--- config.mk ---
export PLATFORM = sky130hd
export DESIGN_NAME = adder_share_arbiter
export DESIGN_NICKNAME = d
export VERILOG_FILES = /design/src/rtl/adder_share_arbiter.sv
export SDC_FILE = /design/constraint.sdc
export NUM_CORES = 1
export LEC_CHECK = 0
export BUFFER_PORTS_ARGS = -buffer_cell sky130_fd_sc_hd__buf_2
export CAP_MARGIN = 40
export CORE_MARGIN = 3
export CORE_UTILIZATION = 35
export CTS_BUF_LIST = sky130_fd_sc_hd__clkbuf_8
export DETAILED_ROUTE_END_ITERATION = 7
export GPL_TIMING_DRIVEN = 0
export PLACE_DENSITY = 0.64
export SLEW_MARGIN = 20
export SYNTH_ARGS = -nofsm -noshare
export SYNTH_HDL_FRONTEND = slang
export SYNTH_SLANG_ARGS = --single-unit
--- constraint.sdc ---
create_clock -name clk -period 3.27 [get_ports clk]
set_input_delay 0.327 -clock clk [delete_from_list [all_inputs] [get_ports clk]]
set_output_delay 0.327 -clock clk [all_outputs]
set_load 0.01 [all_outputs]
--- src/rtl/adder_share_arbiter.sv ---
// Round-robin arbiter sharing one WIDTH-bit add/subtract datapath among NUM_REQ
// valid/ready requesters, with one registered, ID-tagged response port that supports backpressure.
module adder_share_arbiter #(
  parameter int NUM_REQ = 4,
  parameter int WIDTH   = 8,
  localparam int IDW    = (NUM_REQ > 2) ? $clog2(NUM_REQ) : 1
) (
  input  logic                     clk,
  input  logic                     rst_n,
  input  logic [NUM_REQ-1:0]       req_valid,
  output logic [NUM_REQ-1:0]       req_ready,
  input  logic [NUM_REQ-1:0]       req_op,
  input  logic [NUM_REQ*WIDTH-1:0] req_a,
  input  logic [NUM_REQ*WIDTH-1:0] req_b,
  output logic                     rsp_valid,
  input  logic                     rsp_ready,
  output logic [WIDTH-1:0]         rsp_sum,
  output logic                     rsp_carry,
  output logic [IDW-1:0]           rsp_id,
  output logic [15:0]              ops_done
);

  localparam int             IDW1      = IDW + 1;
  localparam logic [IDW:0]   NUM_REQ_W = IDW1'(NUM_REQ);

  typedef enum logic {EMPTY, FULL} state_e;

  state_e           state_q;
  logic [IDW-1:0]   ptr_q, ptr_d;
  logic [IDW-1:0]   rsp_id_q;
  logic [WIDTH-1:0] sum_q;
  logic             carry_q;
  logic [15:0]      ops_done_q;

  logic             grant_valid;
  logic [IDW-1:0]   grant_idx;
  logic             can_accept, accept, rsp_fire;
  logic [WIDTH-1:0] a_arr [NUM_REQ];
  logic [WIDTH-1:0] b_arr [NUM_REQ];
  logic [WIDTH-1:0] op_a, op_b;
  logic [WIDTH:0]   res_d;

  for (genvar i = 0; i < NUM_REQ; i++) begin : g_unpack
    assign a_arr[i] = req_a[i*WIDTH +: WIDTH];
    assign b_arr[i] = req_b[i*WIDTH +: WIDTH];
  end

  // Scan from ptr upward, wrapping at NUM_REQ; the first valid requester wins.
  always_comb begin
    logic [IDW:0] cand;
    // NOTE: every variable gets a default before the loop so this block never infers a latch.
    grant_valid = 1'b0;
    grant_idx   = '0;
    cand        = '0;
    for (int k = 0; k < NUM_REQ; k++) begin
      cand = {1'b0, ptr_q} + IDW1'(k);
      if (cand >= NUM_REQ_W) cand = cand - NUM_REQ_W;
      if (!grant_valid && req_valid[cand[IDW-1:0]]) begin
        grant_valid = 1'b1;
        grant_idx   = cand[IDW-1:0];
      end
    end
  end

  assign can_accept = (state_q == EMPTY) || rsp_ready;
  // Gating with rst_n stops a requester from seeing an accept while the flops are held in reset.
  assign accept     = grant_valid && can_accept && rst_n;
  assign req_ready  = accept ? (NUM_REQ'(1) << grant_idx) : '0;
  assign rsp_fire   = (state_q == FULL) && rsp_ready;

  // Subtract is a + ~b + 1, so the carry out doubles as the unsigned no-borrow flag.
  always_comb begin
    op_a = a_arr[grant_idx];
    op_b = b_arr[grant_idx];
    if (req_op[grant_idx]) res_d = {1'b0, op_a} + {1'b0, ~op_b} + 1'b1;
    else                   res_d = {1'b0, op_a} + {1'b0, op_b};
    ptr_d = (grant_idx == IDW'(NUM_REQ - 1)) ? '0 : grant_idx + 1'b1;
  end

  always_ff @(posedge clk or negedge rst_n) begin
    if (!rst_n) begin
      state_q    <= EMPTY;
      sum_q      <= '0;
      carry_q    <= 1'b0;
      rsp_id_q   <= '0;
      ptr_q      <= '0;
      ops_done_q <= '0;
    end else begin
      // NOTE: non-blocking assignments make every flop sample pre-edge values, independent of statement order.
      case (state_q)
        EMPTY:   if (accept) state_q <= FULL;
        FULL:    if (rsp_ready && !accept) state_q <= EMPTY;
        default: state_q <= EMPTY;
      endcase
      if (accept) begin
        sum_q    <= res_d[WIDTH-1:0];
        carry_q  <= res_d[WIDTH];
        rsp_id_q <= grant_idx;
        ptr_q    <= ptr_d;
      end
      if (rsp_fire) ops_done_q <= ops_done_q + 16'd1;
    end
  end

  assign rsp_valid = (state_q == FULL);
  assign rsp_sum   = sum_q;
  assign rsp_carry = carry_q;
  assign rsp_id    = rsp_id_q;
  assign ops_done  = ops_done_q;

endmodule
Word level (Yosys, flattened, before mapping)
Index checks and enable logic that the tools add are counted.
Storage, ports and cells
  flip-flop bits (word level): 30
  bits of input ports: 75
  output and inout port bits: 32
  word-level logic and storage cells: 79
Cells by class
  add/subtract/negate cells: 12
  $lt $le $gt $ge: 10
  equality and inequality tests: 1
  shifts and indexed selects: 1
  muxes and demuxes: 34
  bitwise operators: 3
  reductions and logical operators: 12
Operator list (count)
  $bmux W8 S2: 2
  $mux W8: 4
  $add A8 B8 Y9: 2
  $mux W2: 9
  $add A16 B1 Y16 const B: 1
  $lt A2 B3 Y1 const B: 5
  $ge A3 B3 Y1 const B: 4
  $mux W1: 11
  $bmux W1 S2: 5
  $add A9 B1 Y9 const B: 1
  $mux W9: 1
  $not A8 Y8: 1
  $sub A2 B1 Y2 const B: 4
  $logic_and A1 B1 Y1: 7
  $add A2 B2 Y3 const B: 2
  $logic_not A1 Y1: 4
  $mux W4: 1
  $shl A1 B2 Y4 const A: 1
  $add A2 B1 Y3 const B: 1
  $ge A2 B3 Y1 const B: 1
  $not A2 Y3: 1
  $add A2 B1 Y2 const B: 1
  $eq A2 B2 Y1 const B: 1
  $pmux W1 S2: 1
  2 further kinds: 2

Depth between registers and ports, before layout
Gate-level depths: netlist of run 1.
  word-level depth: 22
  depth in mapped cells: 19
  mapped depth without buffers: 17

Worst setup path after synthesis of run 1
No wires, ideal clock.
  kind: register -> register
  start point: register ptr_q[1]
  end point: register sum_q[7], in the netlist rsp_sum[7]
  setup time: 92 ps
  arrival: 3337 ps
  required time: 3178 ps
  path slack: -159 ps
  stages on the path, launching flop included: 18
  path buffers: 2
  period minus slack after synthesis: 3429 ps
  path through: dfrtp_1 nor2b_1 o21a_1 nor3_2 buf_6 buf_2 mux2i_1 nand2_1 and2_1 ha_1 o21bai_1 a21oi_1 o21ba_2 o21bai_1 a211oi_1 mux2_4 o21a_1 o31ai_2
Between the ends
  cells in the longest elaborated chain, start to end: 22
  elaborated cells between the ends (all ways): 53
  those cells by class: add/sub (10); order compare (4); mux (29); bitwise (2); reduce/logical (8)
RTL lines
  start: declaration: RTL line 29  | logic [IDW-1:0] ptr_q, ptr_d;
  start signal: assignment: RTL line 99  | ptr_q <= ptr_d;
  branches (longest 22 deep; another with $add A2 B1 Y3)
  end signal: assignment: RTL line 96  | sum_q <= res_d[WIDTH-1:0];
  end: declaration: RTL line 31  | logic [WIDTH-1:0] sum_q;
Parallel ways; which one is timed is not known. The select of a mux whose other input is x is not followed.
A chain may end at the register's enable or synchronous reset.

Worst setup path in the final report of run 1
  start point: register ptr_q[1]
  end point: register carry_q, in the netlist rsp_carry
Between the ends
  cells in the longest elaborated chain, start to end: 22
  elaborated cells between the ends (all ways): 53
  those cells by class: add/sub (10); order compare (4); mux (29); bitwise (2); reduce/logical (8)
RTL lines
  branches (longest 22 deep; another with $add A2 B1 Y3)
  end signal: assignment: RTL line 97  | carry_q <= res_d[WIDTH];
  end: declaration: RTL line 32  | logic carry_q;
Parallel ways; which one is timed is not known. The select of a mux whose other input is x is not followed.

==> results.sh, run 1 <==
export IMPL_worstPathRequired_ps=3420
export IMPL_number_of_flip_flops_and_latches_in_the_synthesized_netlist=30
export IMPL_synth_ff_type="sky130_fd_sc_hd__dfrtp_1"
export IMPL_cts_root_buffer_cell="sky130_fd_sc_hd__clkbuf_8"
export IMPL_place_hpwl_mm=5.23
export IMPL_die_w_um=91.6
export IMPL_critPathMaxStageDelay_ps=420
export IMPL_slew_headroom_pct=54.9
export IMPL_yosysWarnings=0
export IMPL_max_freq_mhz=302
export IMPL_die_area_um2=8390
export IMPL_cts_made_buffers=5
export IMPL_internal_power_w=0.00197
export IMPL_worst_setup_path_start_kind="flop"
export IMPL_place_gp_congestion=0.780
export IMPL_worstPathBufferInverterCount=4
export IMPL_endpoint="rsp_carry$_DFFE_PN0P_"
export IMPL_synth_async_reset_ratio_pct=100
export IMPL_timing_setup_tns_ps=-62.9
export IMPL_failed_checks="setup timing"
export IMPL_worst_r2r_startpoint="ptr_q[1]$_DFFE_PN0P_"
export IMPL_drt_total_wl_mm=6.84
export IMPL_first_global_vias=2477
export IMPL_timing_final_crit_period_ps=3310
export IMPL_p_clk_share_pct=8.7
export IMPL_number_of_flops_mapped_to_enable_cells_by_yosys=0
export IMPL_power_net_switching_w=0.00150
export IMPL_startpoint="ptr_q[1]$_DFFE_PN0P_"
export IMPL_power_density_cell_area_nw_per_um2=951
export IMPL_synthDistinctLibCells=40
export IMPL_timing_critical_path_max_delay_family="compound AO/OA/AOI/OAI gates"
export IMPL_r2r_cells=18
export IMPL_total_nets_after_synthesis=408
export IMPL_setup_worst_path_class="reg -> reg"
export IMPL_synthCells=310
export IMPL_grt_util_all_layers_pct=16.1
export IMPL_ant_nets=0
export IMPL_post_route_worst_setup_slack_ps=-37.7
export IMPL_final_min_period_over_clock_period_pct=101
export IMPL_vdd_drop_max_v=0.000371
export IMPL_clk_pin_slew_ps=60
export IMPL_post_synth_main_area_contributors="sky130_fd_sc_hd__dfrtp_1 (29%), sky130_fd_sc_hd__nand2_1 (11%), sky130_fd_sc_hd__ha_1 (10%)"
export IMPL_min_path_type="in -> async"
export IMPL_synth_area_um2=2560
export IMPL_critical_path_cell_count=18
export IMPL_layout_utilization_pct=52.5
export IMPL_top_level_ports=107
export IMPL_skew_ps=5.13
export IMPL_route_detailed_vias_per_inst=4.67
export IMPL_synth_sequential_area_ratio_pct=29.3
export IMPL_antenna_cells_inserted=0
export IMPL_cts_sinks=30
export IMPL_postSynthAreaPerCell_um2=8.27
export IMPL_setup_repair_after_global_routing_missed_its_margin="true"
export IMPL_worstPathMaxFanout=11
export IMPL_setup_violations=3
export IMPL_synth_largest_area_cell="sky130_fd_sc_hd__dfrtp_1"
export IMPL_grt_antenna_before_repair=0
export IMPL_share_of_post_route_cells_with_drive_strength_above_1_pct=40.0
export IMPL_switching_share_pct=43.3
export IMPL_max_cap_violations=0
export IMPL_drc=0
export IMPL_setup_reg_to_reg_worst_slack_ps=-40
export IMPL_combinationalPowerShare_pct=74.4
export IMPL_slew_viol_final=0
export IMPL_area_growth_syn_to_layout_pct=42.3
export IMPL_die_height_um=91.6
export IMPL_cts_max_level=2
export IMPL_port_bufs=106
export IMPL_count_of_standard_cell_rows=30
export IMPL_initial_utilization_pct=36.9
export IMPL_grt_max_degree=32
export IMPL_grt_first_pass_wirelength_mm=11.1
export IMPL_detailedRoute_firstPassIterationCount=4
export IMPL_p_leak_nw=1.97
export IMPL_clk_latency_ps=280
export IMPL_worst_endpoint_arrival_ps=3460
export IMPL_floorplan_core_area_um2=6940
export IMPL_worstSetupEndpointType="flop"
export IMPL_worstPathCellList="nor2b_4 > o21a_1 > nor3_4 > buf_6 > buf_4 > inv_4 > and3_1 > a31oi_2 > ha_2 > inv_1 > fa_2 > a21oi_2 > o21ba_2 > o31ai_1 > a21oi_1 > nor2_1 > o32ai_2 > o21ai_1"
export IMPL_avgRoutedWirePerCell_um=12.7
export IMPL_tritoncts="done"
export IMPL_hold_viol_final=0
export IMPL_p_seq_share_pct=16.9
export IMPL_iteration_0_drc_count_of_the_detailed_router=50
export IMPL_worst_r2r_endpoint="rsp_carry$_DFFE_PN0P_"
export IMPL_total_vias_in_the_final_route=2517
export IMPL_status="finished with violations"
export IMPL_maximum_buffer_depth_of_the_clock_tree=2
export IMPL_tightest_slew_ps=677
export IMPL_fin_nets=540
export IMPL_synth_top_area_share_pct=29.3
export IMPL_crit_slowest_cell="sky130_fd_sc_hd__dfrtp_1"
export IMPL_grt_overflow=0
-- cells in the mapped netlist, types with 4 or more instances --
cell type and n:
sky130_fd_sc_hd__a31oi_1 8, sky130_fd_sc_hd__ha_1 21, sky130_fd_sc_hd__o21bai_1 4, sky130_fd_sc_hd__inv_1 23, sky130_fd_sc_hd__xor2_1 9, sky130_fd_sc_hd__nand2b_1 5
sky130_fd_sc_hd__a21oi_1 8, sky130_fd_sc_hd__nor2_1 14, sky130_fd_sc_hd__and3_1 9, sky130_fd_sc_hd__dfrtp_1 30, sky130_fd_sc_hd__and2_1 8, sky130_fd_sc_hd__xnor2_1 11
sky130_fd_sc_hd__nand3_1 5, sky130_fd_sc_hd__clkbuf_1 7, sky130_fd_sc_hd__mux2i_1 26, sky130_fd_sc_hd__o21ai_0 9, sky130_fd_sc_hd__nand2_1 73
-- placed cells by master (no fill, tap or decap), types with 8 or more instances in the layout --
| master | synthesis | layout |
|---|---|---|
| sky130_fd_sc_hd__buf_2 | 1 | 106 |
| sky130_fd_sc_hd__nand2_1 | 73 | 73 |
| sky130_fd_sc_hd__dfrtp_1 | 30 | 30 |
| sky130_fd_sc_hd__mux2i_1 | 26 | 25 |
| sky130_fd_sc_hd__inv_1 | 23 | 21 |
| sky130_fd_sc_hd__buf_4 | 0 | 18 |
| sky130_fd_sc_hd__ha_1 | 21 | 17 |
| sky130_fd_sc_hd__nor2_1 | 14 | 13 |
| sky130_fd_sc_hd__xnor2_1 | 11 | 11 |
| sky130_fd_sc_hd__and3_1 | 9 | 9 |
| sky130_fd_sc_hd__xor2_1 | 9 | 9 |
| sky130_fd_sc_hd__o21ai_0 | 9 | 8 |
-- final cells by class --
type	instances	area, um^2
plain buffers	11	109
fillers	685	3300
multi-input cells	245	1800
inverters	24	92.6
clock inverters	2	8.76
clock buffers	6	82.6
flip-flops and latches	30	751
repair buffers	125	681
well taps	96	120
-- power by group through the flow --
stage                     Combinational, W  Clock, W  Sequential (W)
final                              0.00258  0.000302        0.000587
after global routing               0.00285  0.000327        0.000608
after CTS                          0.00247  0.000309        0.000588
after detailed placement           0.00195         0        0.000595
after global placement             0.00192         0        0.000586
after floorplan                    0.00143         0        0.000630
-- metrics by stage --
| step | instances | hold WS, ps | total power (W) | cell area [um^2] | worst slack [ps] |
|---|---|---|---|---|---|
| after floorplan | 310 | 31.4 | 0.00206 | 2570 | -38.8 |
| after global placement | 512 | 399 | 0.00250 | 3220 | -686 |
| after detailed placement | 512 | 411 | 0.00255 | 3220 | -747 |
| after CTS | 538 | 108 | 0.00337 | 3620 | -22.1 |
| after global routing | 539 | 145 | 0.00378 | 3650 | -201 |
| final | 539 | 84.6 | 0.00347 | 3650 | -37.7 |
-- worst min path at each step --
stage	start	endpoint	cells after the start	slack, ps
2_1_floorplan	rst_n	ops_done[0]$_DFFE_PN0P_	0	30
3_3_place_gp	rst_n	ops_done[3]$_DFFE_PN0P_	1	400
3_5_place_dp	rst_n	ops_done[2]$_DFFE_PN0P_	1	410
4_1_cts	rst_n	ops_done[3]$_DFFE_PN0P_	1	110
5_1_grt	rst_n	ops_done[2]$_DFFE_PN0P_	1	150
6_report	rst_n	ops_done[3]$_DFFE_PN0P_	1	80
-- worst register-to-register path, stage by stage, from the launching register on --
cell and delay, ps:
sky130_fd_sc_hd__dfrtp_1 420, sky130_fd_sc_hd__nor2b_4 150, sky130_fd_sc_hd__o21a_1 200, sky130_fd_sc_hd__nor3_4 160, sky130_fd_sc_hd__buf_6 160, sky130_fd_sc_hd__buf_4 130
sky130_fd_sc_hd__inv_4 60, sky130_fd_sc_hd__and3_1 150, sky130_fd_sc_hd__a31oi_2 170, sky130_fd_sc_hd__ha_2 260, sky130_fd_sc_hd__inv_1 70, sky130_fd_sc_hd__fa_2 350
sky130_fd_sc_hd__a21oi_2 140, sky130_fd_sc_hd__o21ba_2 150, sky130_fd_sc_hd__o31ai_1 90, sky130_fd_sc_hd__a21oi_1 160, sky130_fd_sc_hd__nor2_1 70, sky130_fd_sc_hd__o32ai_2 220
sky130_fd_sc_hd__o21ai_1 80
-- flip-flops by register name, indices dropped and copies added, names as in the netlist --
signal	count
rsp_id	2
rsp_sum	8
ptr_q	2
rsp_valid	1
rsp_carry	1
ops_done	16
-- repair_timing --
action | 4_1_cts | 5_1_grt
setup endpoints to repair | 7 | 5
pin swaps | 17 | 3
buffers inserted | 18 | 1
resized for setup | 41 | 8
hold buffers | 0 | 0
-- kinds of logic after synthesis --
family	synth area share, %
XOR/XNOR	6.83
adder cells (fa/ha/maj)	11.8
flip-flops	29.3
multiplexers	12.2
buffers and inverters	5.86
AO/OA/AOI/OAI	12.1
AND/OR/NAND/NOR	22.0
-- routing by layer --
| layer | track usage [%] | vias up | part of all wire, % |
|---|---|---|---|
| met5 | 0 | - | 0 |
| met4 | 5.28 | 0 | 1.7 |
| met3 | 3.23 | 10 | 7.4 |
| met2 | 28.0 | 105 | 47 |
| met1 | 19.8 | 1104 | 43 |
| li1 | - | 1298 | - |
Note: power is estimated with default switching activity, not from simulation.
==> run 2, diff against run 1 <==
REMOVE_ABC_BUFFERS = 1   (was not set)
SLEW_MARGIN = 40   (was 20)
==> run 2 against run 1 <==
Via count rose by 5.6%. Sequential power about the same. Setup slack worse by 78 ps. Hold slack got worse by 1.2 ps. Final cell count rose by 3.7%. Cell area is 11% higher. Critical path depth increased by 3. Clock skew is 1.7 ps higher. Global-route usage rose by 0.71 points. Largest cell class unchanged. The run still ends with setup timing left. Sequential share of layout area decreased by 2.1 points.
==> results.sh, run 2 (synthesis gave the netlist of run 1 again) <==
export IMPL_place_hpwl_mm=4.58
export IMPL_design_area_um2=4060
export IMPL_place_gp_congestion=0.735
export IMPL_grt_antenna_before_repair=0
export IMPL_setup_violations=5
export IMPL_power_net_switching_w=0.00180
export IMPL_count_of_standard_cell_rows=30
export IMPL_timing_hold_ws_ps=83.4
export IMPL_largest_reg_flops=16
export IMPL_clk_pin_slew_ps=70
export IMPL_detailed_place_area_um2=3180
export IMPL_avgRoutedWirePerCell_um=14.2
export IMPL_multiInputGateArea_um2=2000
export IMPL_fin_nets=560
export IMPL_power_density_cell_area_nw_per_um2=1060
export IMPL_r2r_cells=21
export IMPL_first_global_vias=2541
export IMPL_setup_repair_after_global_routing_missed_its_margin="true"
export IMPL_grt_max_degree=32
export IMPL_maximum_buffer_depth_of_the_clock_tree=2
export IMPL_tritoncts="done"
export IMPL_drc=0
export IMPL_timing_critical_path_max_delay_family="buffers and inverters"
export IMPL_power_total_w=0.00430
export IMPL_layout_cells_most_common_list="sky130_fd_sc_hd__buf_2 (106), sky130_fd_sc_hd__nand2_1 (71), sky130_fd_sc_hd__buf_4 (40)"
export IMPL_placed_cells_incl_taps=503
export IMPL_setup_worst_path_class="reg -> reg"
export IMPL_worstPathBufferInverterCount=10
export IMPL_max_cap_violations=0
export IMPL_setup_reg_to_reg_worst_slack_ps=-120
export IMPL_critPathMaxStageDelay_ps=430
export IMPL_total_vias_in_the_final_route=2658
export IMPL_layout_cells_non_filler=559
export IMPL_worst_endpoint_arrival_ps=3530
export IMPL_slew_headroom_pct=53.7
export IMPL_p_clk_share_pct=11.0
export IMPL_critical_path_most_common_cell="sky130_fd_sc_hd__buf_4"
export IMPL_p_seq_share_pct=13.7
export IMPL_floorplan_core_area_um2=6940
export IMPL_iteration_0_drc_count_of_the_detailed_router=56
export IMPL_clk_latency_ps=280
export IMPL_place_ws_ps=-1270
export IMPL_grt_overflow=0
export IMPL_top_level_ports=107
export IMPL_port_bufs=106
export IMPL_startpoint="ptr_q[1]$_DFFE_PN0P_"
export IMPL_failed_checks="setup timing"
export IMPL_internal_power_w=0.00250
export IMPL_cts_sinks=30
export IMPL_p_leak_nw=2.10
export IMPL_min_path_type="in -> async"
export IMPL_antenna_cells_inserted=0
export IMPL_die_area_um2=8390
export IMPL_tightest_slew_ps=695
export IMPL_worstPathMaxFanout=7
export IMPL_crit_slowest_cell="sky130_fd_sc_hd__dfrtp_2"
export IMPL_slew_viol_final=0
export IMPL_worstPathCellList="inv_2 > a221oi_4 > nand3_4 > buf_4 > buf_8 > nand2_1 > and3_4 > a31oi_4 > ha_2 > buf_4 > o21bai_4 > a21oi_4 > buf_4 > buf_4 > buf_4 > buf_4 > buf_4 > buf_4 > mux2i_1 > xor2_1 > o21ai_0"
export IMPL_cts_hold_fix_buffers=0
export IMPL_switching_share_pct=41.8
export IMPL_worst_r2r_endpoint="rsp_sum[3]$_DFFE_PN0P_"
export IMPL_max_freq_mhz=295
export IMPL_hold_viol_final=0
export IMPL_worst_r2r_startpoint="ptr_q[1]$_DFFE_PN0P_"
export IMPL_grt_first_pass_wirelength_mm=11.5
export IMPL_grt_util_all_layers_pct=16.8
export IMPL_sequential_cell_area_um2=752
export IMPL_ant_nets=0
export IMPL_status="finished with violations"
export IMPL_worstPathRequired_ps=3420
export IMPL_cts_root_buffer_cell="sky130_fd_sc_hd__clkbuf_8"
export IMPL_die_height_um=91.6
export IMPL_detailedRoute_firstPassIterationCount=4
export IMPL_share_of_post_route_cells_with_drive_strength_above_1_pct=47.5
export IMPL_vdd_drop_max_v=0.000591
export IMPL_worstSetupEndpointType="flop"
export IMPL_cts_made_buffers=5
export IMPL_area_growth_syn_to_layout_pct=58.5
export IMPL_cts_max_level=2
export IMPL_skew_ps=6.83
export IMPL_final_common_cell="sky130_fd_sc_hd__buf_2"
export IMPL_critical_path_cell_count=21
export IMPL_die_w_um=91.6
export IMPL_final_min_period_over_clock_period_pct=104
export IMPL_timing_final_crit_period_ps=3390
export IMPL_initial_utilization_pct=36.9
export IMPL_combinationalPowerShare_pct=75.3
export IMPL_post_route_worst_setup_slack_ps=-115
export IMPL_fillers=599
export IMPL_endpoint="rsp_sum[3]$_DFFE_PN0P_"
export IMPL_route_detailed_vias_per_inst=4.75
export IMPL_worst_setup_path_start_kind="flop"
export IMPL_drt_total_wl_mm=7.91
==> run 2: worst min path at each step <==
stage / from / endpoint / slack [ps]
floorplan: rst_n / ops_done[0]$_DFFE_PN0P_ / 30
global placement: rst_n / ops_done[2]$_DFFE_PN0P_ / 410
detailed placement: rst_n / ops_done[2]$_DFFE_PN0P_ / 420
CTS: rst_n / rsp_valid$_DFF_PN0_ / 110
global route: rst_n / rsp_sum[0]$_DFFE_PN0P_ / 130
finish: rst_n / ops_done[2]$_DFFE_PN0P_ / 80
==> run 2: what timing repair did <==
action                                  CTS  global route
resized for setup                        24            48
endpoints found under the setup margin   11             6
buffers inserted                         27            20
pin swaps                                15            26
gates cloned                              2             0
==> run 2: routing by layer <==
layer / up-vias / wire length [um] / GRT usage [%]
li1: 1338 / - / -
met4: 0 / 96 / 6.28
met5: - / 0 / 0
met2: 89 / 4240 / 30.4
met1: 1221 / 3100 / 19.3
met3: 10 / 480 / 3.40
==> run 2: power by group through the flow <==
stage	registers [W]	logic [W]	clock network, W
finish	0.000590	0.00324	0.000473
detailed placement	0.000594	0.00190	0
floorplan	0.000630	0.00139	0
global route	0.000608	0.00349	0.000497
CTS	0.000585	0.00245	0.000480
global placement	0.000586	0.00184	0
==> run 2: stage by stage <==
| step | setup TNS [ps] | util (%) |
|---|---|---|
| floorplan | -5880 | - |
| global placement | -14040 | 45.5 |
| detailed placement | -7220 | 45.9 |
| CTS | -175 | 53.1 |
| global route | -1260 | 58.5 |
| finish | -338 | 58.5 |
==> run 2: cell type report <==
| class | instances | share of cell area (%) |
|---|---|---|
| sequential | 30 | 18.5 |
| multi-input combinational | 246 | 49.1 |
| clock buffer | 6 | 2.03 |
| timing repair buffer | 154 | 23.3 |
| tap | 96 | 2.96 |
| inverter | 24 | 2.43 |
| timing repair inverter | 1 | 0.185 |
| clock inverter | 2 | 1.48 |
==> run 3, diff against run 2 <==
CTS_BUF_LIST = sky130_fd_sc_hd__clkbuf_16   (was sky130_fd_sc_hd__clkbuf_8)
==> run 3 against run 2 <==
Combinational power shrank 13%. Hold slack gained 19 ps. Sequential cell count is the same. The run still ends with setup timing left. Non-clock buffer count shrank 13. Die area is the same. Largest cell class unchanged. Total power shrank 7.2%. Register-to-register slack is essentially flat.
==> results.sh, run 3 (synthesis gave the netlist of run 1 again) <==
export IMPL_critPathMaxStageDelay_ps=440
export IMPL_share_of_post_route_cells_with_drive_strength_above_1_pct=44.0
export IMPL_power_density_cell_area_nw_per_um2=1030
export IMPL_worst_r2r_startpoint="ptr_q[1]$_DFFE_PN0P_"
export IMPL_power_total_w=0.00399
export IMPL_layout_cells_most_common_list="sky130_fd_sc_hd__buf_2 (106), sky130_fd_sc_hd__nand2_1 (72), sky130_fd_sc_hd__buf_4 (30)"
export IMPL_drc=0
export IMPL_detailroute_wirelength_met3_um=479
export IMPL_worstPathCellList="nor2b_4 > o21a_1 > nor3_4 > buf_4 > mux2i_1 > nand2_1 > and2_4 > ha_4 > o21bai_1 > a21oi_2 > o21ba_2 > o21bai_1 > a211oi_1 > mux2_4 > o21a_1 > o31ai_2"
export IMPL_worstPathRequired_ps=3450
export IMPL_floorplan_core_area_um2=6940
export IMPL_grt_first_pass_wirelength_mm=11.4
export IMPL_tightest_slew_ps=695
export IMPL_avgRoutedWirePerCell_um=13.5
export IMPL_detailedRoute_firstPassIterationCount=4
export IMPL_vdd_drop_max_v=0.000486
export IMPL_die_w_um=91.6
export IMPL_cts_hold_fix_buffers=0
export IMPL_worstSetupEndpointType="flop"
export IMPL_tritoncts="done"
export IMPL_p_leak_nw=2.03
export IMPL_timing_final_crit_period_ps=3390
export IMPL_setup_reg_to_reg_worst_slack_ps=-120
export IMPL_top_level_ports=107
export IMPL_fin_nets=547
export IMPL_port_bufs=106
export IMPL_largest_reg_flops=16
export IMPL_grt_max_degree=32
export IMPL_place_gp_congestion=0.735
export IMPL_place_hpwl_mm=4.58
export IMPL_status="finished with violations"
export IMPL_area_growth_syn_to_layout_pct=51.2
export IMPL_die_height_um=91.6
export IMPL_design_area_um2=3880
export IMPL_skew_ps=3.32
export IMPL_startpoint="ptr_q[1]$_DFFE_PN0P_"
export IMPL_iteration_0_drc_count_of_the_detailed_router=54
export IMPL_antenna_cells_inserted=0
export IMPL_total_vias_in_the_final_route=2600
export IMPL_clk_latency_ps=270
export IMPL_failed_checks="setup timing"
export IMPL_grt_antenna_before_repair=0
export IMPL_drt_total_wl_mm=7.39
export IMPL_final_min_period_over_clock_period_pct=104
export IMPL_first_global_vias=2540
export IMPL_count_of_standard_cell_rows=30
export IMPL_detailed_place_area_um2=3180
export IMPL_ant_nets=0
export IMPL_slew_headroom_pct=53.6
export IMPL_r2r_cells=16
export IMPL_grt_util_all_layers_pct=16.8
export IMPL_max_freq_mhz=295
export IMPL_hold_viol_final=0
export IMPL_endpoint="rsp_sum[7]$_DFFE_PN0P_"
export IMPL_maximum_buffer_depth_of_the_clock_tree=2
export IMPL_crit_slowest_cell="sky130_fd_sc_hd__dfrtp_2"
export IMPL_min_path_type="in -> async"
export IMPL_cts_sinks=30
export IMPL_dr_wl_met2_mm=3.85
export IMPL_setup_worst_path_class="reg -> reg"
export IMPL_initial_utilization_pct=36.9
export IMPL_post_route_worst_setup_slack_ps=-122
export IMPL_route_layer_met1_wl_mm=2.96
export IMPL_setup_violations=4
export IMPL_worst_r2r_endpoint="rsp_sum[7]$_DFFE_PN0P_"
export IMPL_cts_root_buffer_cell="sky130_fd_sc_hd__clkbuf_16"
export IMPL_place_ws_ps=-1270
export IMPL_die_area_um2=8390
export IMPL_cts_made_buffers=5
export IMPL_cts_max_level=2
export IMPL_route_detailed_vias_per_inst=4.76
export IMPL_max_cap_violations=0
export IMPL_worst_endpoint_arrival_ps=3570
export IMPL_timing_setup_tns_ps=-338
export IMPL_worst_setup_path_start_kind="flop"
export IMPL_clk_pin_slew_ps=50
export IMPL_slew_viol_final=0
export IMPL_setup_repair_after_global_routing_missed_its_margin="true"
export IMPL_worstPathMaxFanout=6
export IMPL_maxUsedRoutingLayer="met4"
export IMPL_final_common_cell="sky130_fd_sc_hd__buf_2"
export IMPL_grt_overflow=0
## run 3: cell count changes in the layout (fill, tap and decap cells not counted), sizes merged
cell,previous run,this run
clkinv,0,1
clkbuf,6,5
buf,154,141
## run 3: layout make-up
cell class | count | area [um^2]
inverter | 24 | 98.8
clock buffer | 5 | 125
clock inverter | 3 | 63.8
tap | 96 | 120
fill | 627 | 3070
multi-input combinational | 246 | 1880
timing repair inverter | 1 | 7.51
timing repair buffer | 141 | 833
sequential | 30 | 752
## run 3: worst min-delay path by stage
stage	start	end	slack, ps	depth (start not counted)
6_report	rst_n	ops_done[2]$_DFFE_PN0P_	100	1
5_1_grt	rst_n	ops_done[0]$_DFFE_PN0P_	150	1
4_1_cts	rst_n	rsp_valid$_DFF_PN0_	130	1
3_5_place_dp	rst_n	ops_done[2]$_DFFE_PN0P_	420	1
3_3_place_gp	rst_n	ops_done[2]$_DFFE_PN0P_	410	1
2_1_floorplan	rst_n	ops_done[0]$_DFFE_PN0P_	30	0
## run 3: routing by layer
metal	vias up	track usage, %
met2	85	30.4
met3	10	4.64
met5	-	0
met1	1183	19.2
met4	0	4.40
li1	1322	-
## run 3: worst max-delay path: cells and delay by family, from the launching register on
family          cells  cell delay (ps)
simple gates        4              530
mux                 2              480
flops               1              440
fa+ha+maj           1              240
buf+inv             1              230
compound gates      8             1380
## run 3: what timing repair did
action | 4_1_cts | 5_1_grt
pin swaps | 15 | 19
buffers inserted | 27 | 7
cloned | 2 | 0
setup endpoints to repair | 11 | 6
gates resized for setup | 24 | 27
endpoints found under the hold margin | 0 | 0
## run 3: power breakdown
| group | internal (W) | total [W] | switching (W) |
|---|---|---|---|
| clock network | 0.000433 | 0.000588 | 0.000155 |
| registers | 0.000491 | 0.000590 | 0.0000993 |
| logic | 0.00143 | 0.00281 | 0.00138 |
| total | 0.00235 | 0.00399 | 0.00163 |
## run 3: through the flow
stage,util [%],hold slack [ps],cells
5_1_grt,55.8,149,546
4_1_cts,53.8,128,540
6_report,55.8,103,546
2_1_floorplan,-,31.4,299
3_5_place_dp,45.9,420,503
3_3_place_gp,45.5,411,501
